$ cat src/rtl/projeto_pkg.sv
// Shared types and constants for the quadratic polynomial evaluator.
package projeto_pkg;

  localparam int WIDTH = 16;

  typedef enum logic [2:0] {
    IDLE = 3'd0,
    MUL1 = 3'd1,
    ADD1 = 3'd2,
    MUL2 = 3'd3,
    ADD2 = 3'd4,
    DONE = 3'd5
  } state_e;

  typedef enum logic {
    OP_MUL = 1'b0,
    OP_ADD = 1'b1
  } alu_op_e;

endpackage

$ cat src/rtl/projeto_alu.sv
// Shared combinational datapath: wrapping signed multiply or add with overflow detection.
module projeto_alu
  import projeto_pkg::*;
#(
  parameter int WIDTH = projeto_pkg::WIDTH
) (
  input  alu_op_e          op_i,
  input  logic [WIDTH-1:0] a_i,
  input  logic [WIDTH-1:0] b_i,
  output logic [WIDTH-1:0] res_o,
  output logic             ovf_o
);

  logic [2*WIDTH-1:0] prod_s;
  logic [WIDTH-1:0]   sum_s;

  // Sign-extending both operands makes the low 2*WIDTH bits the exact signed product.
  always_comb begin
    prod_s = {{WIDTH{a_i[WIDTH-1]}}, a_i} * {{WIDTH{b_i[WIDTH-1]}}, b_i};
    sum_s  = a_i + b_i;
    res_o  = '0;
    ovf_o  = 1'b0;
    case (op_i)
      OP_MUL: begin
        res_o = prod_s[WIDTH-1:0];
        ovf_o = (prod_s != {{WIDTH{prod_s[WIDTH-1]}}, prod_s[WIDTH-1:0]});
      end
      OP_ADD: begin
        res_o = sum_s;
        ovf_o = (a_i[WIDTH-1] == b_i[WIDTH-1]) && (sum_s[WIDTH-1] != a_i[WIDTH-1]);
      end
      default: begin
        res_o = '0;
        ovf_o = 1'b0;
      end
    endcase
  end

endmodule

$ cat src/rtl/projeto.sv
// Horner-form evaluator of A*X^2 + B*X + C: one shared ALU stepped by a small FSM,
// with an inicio/pronto handshake and an overflow flag accumulated over all four steps.
module projeto
  import projeto_pkg::*;
#(
  parameter int WIDTH = projeto_pkg::WIDTH
) (
  input  logic             ck,
  input  logic             inicio,
  input  logic             rst,
  input  logic [WIDTH-1:0] X,
  input  logic [WIDTH-1:0] A,
  input  logic [WIDTH-1:0] B,
  input  logic [WIDTH-1:0] C,
  output logic [WIDTH-1:0] Resultado,
  output logic             pronto,
  output logic             overflow
);

  state_e           state_q, state_d;
  logic [WIDTH-1:0] acc_q, acc_d;
  logic [WIDTH-1:0] xr_q, xr_d;
  logic [WIDTH-1:0] br_q, br_d;
  logic [WIDTH-1:0] cr_q, cr_d;
  logic             ov_q, ov_d;
  logic [WIDTH-1:0] res_q, res_d;
  logic             pronto_q, pronto_d;
  logic             ovf_out_q, ovf_out_d;

  alu_op_e          alu_op_s;
  logic [WIDTH-1:0] alu_b_s;
  logic [WIDTH-1:0] alu_res_s;
  logic             alu_ovf_s;

  projeto_alu #(.WIDTH(WIDTH)) u_alu (
    .op_i  (alu_op_s),
    .a_i   (acc_q),
    .b_i   (alu_b_s),
    .res_o (alu_res_s),
    .ovf_o (alu_ovf_s)
  );

  // Next-state and datapath control; every step feeds the accumulator back through the ALU.
  always_comb begin
    state_d   = state_q;
    acc_d     = acc_q;
    xr_d      = xr_q;
    br_d      = br_q;
    cr_d      = cr_q;
    ov_d      = ov_q;
    res_d     = res_q;
    pronto_d  = pronto_q;
    ovf_out_d = ovf_out_q;
    alu_op_s  = OP_ADD;
    alu_b_s   = br_q;
    case (state_q)
      IDLE, DONE: begin
        if (inicio) begin
          xr_d     = X;
          br_d     = B;
          cr_d     = C;
          acc_d    = A;
          ov_d     = 1'b0;
          pronto_d = 1'b0;
          state_d  = MUL1;
        end else begin
          state_d = state_q;
        end
      end
      MUL1: begin
        alu_op_s = OP_MUL;
        alu_b_s  = xr_q;
        acc_d    = alu_res_s;
        ov_d     = ov_q | alu_ovf_s;
        state_d  = ADD1;
      end
      ADD1: begin
        alu_op_s = OP_ADD;
        alu_b_s  = br_q;
        acc_d    = alu_res_s;
        ov_d     = ov_q | alu_ovf_s;
        state_d  = MUL2;
      end
      MUL2: begin
        alu_op_s = OP_MUL;
        alu_b_s  = xr_q;
        acc_d    = alu_res_s;
        ov_d     = ov_q | alu_ovf_s;
        state_d  = ADD2;
      end
      ADD2: begin
        alu_op_s  = OP_ADD;
        alu_b_s   = cr_q;
        acc_d     = alu_res_s;
        ov_d      = ov_q | alu_ovf_s;
        res_d     = alu_res_s;
        ovf_out_d = ov_q | alu_ovf_s;
        pronto_d  = 1'b1;
        state_d   = DONE;
      end
      default: begin
        state_d = IDLE;
      end
    endcase
  end

  // State, operand and output registers; reset aborts any job in flight.
  always_ff @(posedge ck or negedge rst) begin
    if (!rst) begin
      state_q   <= IDLE;
      acc_q     <= '0;
      xr_q      <= '0;
      br_q      <= '0;
      cr_q      <= '0;
      ov_q      <= 1'b0;
      res_q     <= '0;
      pronto_q  <= 1'b0;
      ovf_out_q <= 1'b0;
    end else begin
      state_q   <= state_d;
      acc_q     <= acc_d;
      xr_q      <= xr_d;
      br_q      <= br_d;
      cr_q      <= cr_d;
      ov_q      <= ov_d;
      res_q     <= res_d;
      pronto_q  <= pronto_d;
      ovf_out_q <= ovf_out_d;
    end
  end

  assign Resultado = res_q;
  assign pronto    = pronto_q;
  assign overflow  = ovf_out_q;

endmodule

$ cat config.mk
export PLATFORM = sky130hd
export DESIGN_NAME = projeto
export DESIGN_NICKNAME = d
export VERILOG_FILES = /design/src/rtl/projeto_pkg.sv /design/src/rtl/projeto_alu.sv /design/src/rtl/projeto.sv
export SDC_FILE = /design/constraint.sdc
export NUM_CORES = 1
export LEC_CHECK = 0
export CELL_PAD_IN_SITES_DETAIL_PLACEMENT = 0
export CELL_PAD_IN_SITES_GLOBAL_PLACEMENT = 1
export CORE_MARGIN = 5
export CORE_UTILIZATION = 49
export DETAILED_ROUTE_END_ITERATION = 12
export PLACE_DENSITY = 0.91
export REMOVE_ABC_BUFFERS = 1
export SLEW_MARGIN = 20
export SYNTH_ARGS = -nofsm -noshare
export SYNTH_HDL_FRONTEND = slang
export SYNTH_SLANG_ARGS = --single-unit
export TNS_END_PERCENT = 50
$ cat constraint.sdc
create_clock -name ck -period 10.2 [get_ports ck]
set_clock_uncertainty 0.05 [all_clocks]
set_input_delay 2.04 -clock ck [delete_from_list [all_inputs] [get_ports ck]]
set_output_delay 2.04 -clock ck [all_outputs]
set_load 0.02 [all_outputs]
* After elaboration in Yosys (flattened, before gate mapping)
Index checks and enable logic that the tools add are counted.
Word-level totals: logic and storage cells 42, bits of input ports 67, flip-flop bits (word level) 86, output and inout port bits 18
Operators by class: $add $sub $neg 1, reductions and logical operators 10, multiplexer cells 11, $mul 1, equal/unequal tests 9, bitwise operators 1
Operators by type and width (number):
- $pmux 16 s2 | 3
- $mul 16x16->32 | 1
- $add 16x16->16 | 1
- $mux 16 | 1
- $ne 16x16->1 | 1
- $pmux 3 s5 | 1
- $eq 3x2->1 const B | 2
- $eq 3x3->1 const B | 2
- $pmux 1 s2 | 3
- $reduce_and 2->1 | 3
- $reduce_bool 2->1 | 2
- $reduce_or 2->1 | 2
- $reduce_or 4->1 | 1
- $eq 3x1->1 const B | 1
- $logic_not 3->1 | 1
- $mux 3 | 1
- $mux 1 | 2
- $ne 2x2->1 const B | 1
- $eq 1x1->1 | 1
- $logic_and 1x1->1 | 1
- $ne 1x1->1 | 1
- $or 1x1->1 | 1

* Logic depth before layout (Yosys ltp)
Gate-level depths: netlist of the first run.
word-level depth 9, mapped depth 30, mapped depth without buffers 27

* Modules after synthesis
Synthesis of the first run repeated with hierarchy kept, for this count alone.
Second synthesis, totals: cells, all modules 1543, area, all modules 14806.7 um^2
By module, submodules not included:
- projeto_alu | seq. area each 0.0 um^2, area each 10894.2 um^2, cells each 1221, times used 1
- projeto | seq. area each 2152.1 um^2, area each 3912.5 um^2, cells each 322, times used 1

* Worst setup path before layout of the first run
OpenSTA, ideal clock, no wires.
path type flip-flop to flip-flop, from register state_q[0], to register ov_q, buffers on the path 4, required time 10.011 ns, arrival time 7.906 ns, slack 2.105 ns, cell stages (with the launch flop) 29, clock period less this slack 8.095 ns, setup time 0.139 ns, cells stage by stage dfrtp_1 or3b_1 buf_2 nand2_1 buf_1 nor2_1 nor2_1 clkbuf_1 nand2_1 inv_1 fa_1 fa_1 inv_1 fa_1 fa_1 fa_1 fa_1 inv_1 ha_1 buf_2 a21o_1 a221oi_2 a21oi_1 or3_1 a221oi_2 xor2_1 a41o_1 nor3_1 or4_1
On the way: word-level cells in the longest chain between the ends 9, elaborated cells between the ends (all ways) 23, those cells by class 1 x add/sub; 1 x mul; 9 x eq/ne; 4 x mux; 1 x bitwise; 7 x reduce/logical
Ends and longest elaborated chain:
- start: declaration | RTL line projeto.sv:20 | state_e state_q, state_d;
- start signal: assignment | RTL line projeto.sv:120 | state_q <= state_d;
- parallel branches: the longest is 9 deep, another holds $mul 16x16->32
- end signal: assignment | RTL line projeto.sv:125 | ov_q <= ov_d;
- end: declaration | RTL line projeto.sv:25 | logic ov_q, ov_d;
Several ways; the timed one is not identified. A chain may end at the register's enable or synchronous reset.

* Final worst setup path of the first run
from register state_q[2], to register ov_q
The elaborated chain is that of the path after synthesis.

==> results.toml, run 1 <==
[status]
status = "complete, no violations"

[worst_setup_path]
worstSetupPathType = "flip-flop to flip-flop"
crit_fanout = 29
cp_data_required_time_ns = 10.38
crit_buf_inv = 5
crit_family = "adder cells"
critPathSlowestCell = "dfrtp_1"
cp.arrival_ns = 9.27
slowest_delay_ns = 0.80
critPathLaunchType = "flip-flop"
endpoint_kind = "flip-flop"
path_common_cell = "fa_1"

[sta]
max_freq_mhz = 110
drv_slew = 0
worst_pin_slew_ns = 0.988
grt_setup_unrepaired = "false"
hold_viol = 0
finalSetupTns_ns = 0
slew_headroom_pct = 33.7
min_period_ns = 9.09
timing.hold.ws_ns = 0.437
post-route-period-util_pct = 89.1
setup-violations-final = 0

[global_route]
grt_pass1_vias = 12365
grt_overflow_total = 0
track_usage_pct = 24.3
grt_pass1_wl_um = 64400
antenna_found_initial = 0
grt_start_max_net_pins = 67

[clock_tree]
tritoncts = "done"
worstSkewPairLatency_ns = 0.35
cts_sinks = 86
cts_buffers = 9
cts-root-buf = "clkbuf_16"
cts_hold_buffers = 0
postCtsSetupBuffers = 0
cts_buffer_depth = 2
ctsHtreeMaxLevel = 3
cts-resized-gates = 0
path_clk_slew_ns = 0.08

[routing]
drc = 0
vias_per_cell = 5.68
drt_iter0_drc = 912
first_pass_iters = 7
antenna_left = 0
totalWireLength_um = 39000
num_vias = 11448
wire_per_inst_um = 19.3

[floorplanning]
ios = 85
dieArea_mm2 = 0.0334
die_h_um = 183
rows = 63
fp.dieW_um = 183
start_util_pct = 49.5
core_mm2 = 0.0296

[layout]
nets = 2048
area_growth_syn_to_layout_pct = 10.7
drive_gt1_share_pct = 7.14
antenna_cells = 0
final_util_pct = 54.7

[yosys]
synth-seq-cells = 86
synth_most_common_cell = "fa_1"
synth_area_leaders = "fa_1 36%, dfrtp_1 15%, ha_1 8.4%, inv_1 6.7%, nand2_1 5.2%"
ys_seq_area_share_pct = 14.7
synthTopCellsByCount = "263 x fa_1, 261 x inv_1, 203 x nand2_1"
netlist_area_mm2 = 0.0146
synthCells = 1571
ys.flop_type = "dfrtp_1"
async_flop_share_pct = 100
synth_enable_flop_cells = 0
ys_warn_count = 0
yosysTopAreaCell = "fa_1"
avgSynthCellArea_um2 = 9.31
ys_types = 71
yosys.area.top_type_share_pct = 36.0

[flow_run]
drv_cap = 0

[placement]
routabilityCongestion = 0.887
io_buffers = 84
place_hpwl_um = 30900

[min_path]
hold_path.class = "flip-flop to flip-flop"
[cell usage in the layout (no fill, tap or decap), drive strengths merged, types with 12 or more instances in the layout]
master	count
a21o	13
a31oi	12
xnor2	31
nand2	203
clkdlybuf4s50	83
nor2	79
ha	98
nor3	24
and2	78
mux2	50
nor2b	15
a21oi	50
buf	21
inv	264
o21ai	58
xor2	13
fa	263
o22ai	19
dfrtp	86
or2	16
a211oi	12
and3	12
[metal layers]
layer  track usage, %  share of wire (%)
met1             32.5                 40
met5                0                  0
met4             9.34                4.3
met3             3.23                6.9
met2             40.4                 48
[layout make-up]
type,count,area (um2)
clock inverters,7,76.3
flip-flops and latches,86,2150
repair buffers,104,988
multi-input cells,1157,11300
well taps,390,488
fillers,2630,13400
clock buffers,9,225
inverters,262,983
[stage by stage]
step / area (um2) / std cells / setup slack [ns]
CTS: 16200 / 2015 / 1.23
finish: 16200 / 2015 / 1.11
detailed placement: 15900 / 1999 / 1.22
global placement: 15900 / 1999 / 1.36
floorplan: 14400 / 1505 / 1.62
global route: 16200 / 2015 / 0.660
[flip-flops by register name, indices dropped and copies added, names as in the netlist]
signal,flops
Resultado,16
acc_q,16
br_q,16
cr_q,16
xr_q,16
state_q,3
ov_q,1
overflow,1
pronto,1
[worst paths after layout]
path,startpoint,endpoint,slack (ns),cells after the start
setup / recovery,state_q[2]$_DFFE_PN0P_,ov_q$_DFFE_PN0P_,1.11,25
hold / removal,Resultado[1]$_DFFE_PN0N_,Resultado[1]$_DFFE_PN0N_,0.44,2
setup reg to reg,state_q[2]$_DFFE_PN0P_,ov_q$_DFFE_PN0P_,1.11,25
hold reg to reg,Resultado[1]$_DFFE_PN0N_,Resultado[1]$_DFFE_PN0N_,0.44,2
max in group asynchronous,rst,xr_q[6]$_DFFE_PN0P_,7.40,2
min in group asynchronous,rst,pronto$_DFFE_PN0P_,1.50,1
[worst min-delay path, delay by kind of cell, from the launching register on]
kind,cells,cell delay [ns]
flip-flops,1,0.35
AND/OR/NAND/NOR,2,0.11
[cell families (layout without fill, tap and decap cells)]
group | count (synthesis) | after routing | share of synthesized area [%]
AOI/OAI and AO/OA | 228 | 228 | 10.2
DFF | 86 | 86 | 14.7
and+or+nand+nor | 467 | 467 | 15.1
muxes | 56 | 56 | 4.26
adders and majority gates | 361 | 361 | 44.4
xor gates and xnor gates | 45 | 45 | 2.84
buffers and inverters | 328 | 382 | 8.46
Power of run 1 is not shown: default switching activity piles up to over one toggle a cycle in this logic, so the estimate is an artifact.
==> run 2: changes to the inputs <==
- ABC_AREA: default -> 1
- CORE_UTILIZATION: 49 -> 47
- REMOVE_ABC_BUFFERS: 1 -> default
==> run 2 against run 1 <==
Count of clock-buffer cells in the layout increased by 2; global-route usage is 3.0 points higher; worst setup slack better by 0.24 ns; utilization down 2.4 points; sequential share of layout area fell by 0.21 points; largest cell class unchanged.
==> results.toml, run 2 <==
[status]
status = "complete, no violations"

[yosys]
synth_enable_flop_cells = 0
ys_seq_area_share_pct = 14.5
synthTopCellsByCount = "550 x nand2_1, 365 x inv_1, 263 x fa_1"
synth_area_leaders = "fa_1 35%, dfrtp_1 14%, nand2_1 14%, inv_1 9.2%, ha_1 8.2%"
ys_warn_count = 0
synth_most_common_cell = "nand2_1"
synthCells = 1936
yosysTopAreaCell = "fa_1"
netlist_area_mm2 = 0.0149
synth-seq-cells = 86
avgSynthCellArea_um2 = 7.69
syn-num-nets = 2364
async_flop_share_pct = 100
yosys.area.top_type_share_pct = 35.4
ys_types = 44
ys.flop_type = "dfrtp_1"

[flow_run]
drv_cap = 0

[worst_setup_path]
critPathLaunchType = "flip-flop"
worstSetupPathType = "flip-flop to flip-flop"
endpoint_kind = "flip-flop"
cp.arrival_ns = 9.04
critPathSlowestCell = "fa_1"
path_common_cell = "nand2_1"
crit_family = "adder cells"
cp_data_required_time_ns = 10.39
crit_buf_inv = 7
slowest_delay_ns = 0.60
crit_fanout = 20

[routing]
wire_per_inst_um = 19.4
drc = 0
drt_iter0_drc = 1148
totalWireLength_um = 46700
num_vias = 12923
first_pass_iters = 6
vias_per_cell = 5.37
antenna_left = 0

[clock_tree]
worstSkewPairLatency_ns = 0.35
cts_buffer_depth = 2
cts-resized-gates = 0
cts_buffers = 9
path_clk_slew_ns = 0.06
postCtsSetupBuffers = 0
cts-root-buf = "clkbuf_16"
tritoncts = "done"
cts_sinks = 86
ctsHtreeMaxLevel = 3
cts_hold_buffers = 0

[layout]
multi_input_area_mm2 = 0.0111
nets = 2426
area_growth_syn_to_layout_pct = 10.4
antenna_cells = 0
fillers = 3085
final_common_cell = "nand2_1"
final_cell_mix = "550 x nand2_1, 365 x inv_1, 263 x fa_1"
seqCellArea_mm2 = 0.00215
drive_gt1_share_pct = 3.94

[sta]
min_period_ns = 8.85
slew_headroom_pct = 26.5
hold_viol = 0
post-route-period-util_pct = 86.7
worst_pin_slew_ns = 1.10
drv_slew = 0
finalSetupTns_ns = 0
grt_setup_unrepaired = "false"
max_freq_mhz = 113
setup-violations-final = 0

[global_route]
track_usage_pct = 27.2
antenna_found_initial = 1
grt_overflow_total = 0
grt_start_max_net_pins = 55
grt_pass1_vias = 13697
grt_pass1_wl_um = 75000

[placement]
routabilityCongestion = 0.946
io_buffers = 84
place_hpwl_um = 39000

[floorplanning]
core_mm2 = 0.0314
start_util_pct = 47.4
ios = 85
dieArea_mm2 = 0.0353
die_h_um = 188
rows = 65
fp.dieW_um = 188

[min_path]
hold_path.class = "flip-flop to flip-flop"
-- run 2: changes by cell type in the layout (fill, tap and decap cells not counted), sizes merged, moves of 15 or more --
| cell | delta |
|---|---|
| nor3 | -15 |
| mux2 | -50 |
| and2 | -76 |
| nor2 | +116 |
| nand3 | +69 |
| xnor2 | -26 |
| inv | +114 |
| a21oi | +19 |
| nor2b | -15 |
| nand2 | +359 |
-- run 2: final timing paths --
path	endpoint	depth (start not counted)	slack, ns	from
worst max-delay path	ov_q$_DFFE_PN0P_	35	1.35	state_q[1]$_DFFE_PN0P_
worst min-delay path	pronto$_DFFE_PN0P_	2	0.43	pronto$_DFFE_PN0P_
worst max register to register	ov_q$_DFFE_PN0P_	35	1.35	state_q[1]$_DFFE_PN0P_
worst min register to register	pronto$_DFFE_PN0P_	2	0.43	pronto$_DFFE_PN0P_
max in group asynchronous	acc_q[4]$_DFFE_PN0P_	2	7.47	rst
min in group asynchronous	xr_q[12]$_DFFE_PN0P_	1	1.57	rst
-- run 2: logic make-up after synthesis --
family / after synthesis / synth area share [%]
compound gates: 173 / 6.45
xor+xnor: 8 / 0.471
fa+ha+maj: 361 / 43.6
buf+inv: 434 / 11.2
flops: 86 / 14.5
mux: 2 / 0.134
simple gates: 872 / 23.7
-- run 2: cell type report --
class / count / share of cell area (%)
clock buffer: 11 / 1.54
clock inverter: 5 / 0.259
inverter: 384 / 8.77
multi-input combinational: 1416 / 67.4
sequential: 86 / 13.1
tap: 402 / 3.06
timing repair buffer: 101 / 5.88
-- run 2: worst min-delay path: stages, from the launching register on --
cell and delay (ns):
dfrtp_1 0.35, nand2_1 0.05, nand2_1 0.04
-- run 2: routing by layer --
metal	vias to the layer above	global-route usage (%)	routed length, um
met4	2	10.5	2190
met1	6283	36.3	19300
met3	136	6.14	3640
li1	5971	-	-
met2	531	43.7	21500
met5	-	0	18
-- run 2: metrics by stage --
stage	util, %	area, um2	hold WS [ns]	cells	setup slack [ns]
after global routing	52.4	16400	0.446	2405	0.924
final	52.4	16400	0.426	2405	1.35
after CTS	52.4	16400	0.425	2405	1.44
after floorplan	-	14900	0.399	1936	3.36
after global placement	51.4	16100	0.409	2389	1.45
after detailed placement	51.4	16100	0.408	2389	1.48
Power of run 2 is left out for the same reason.
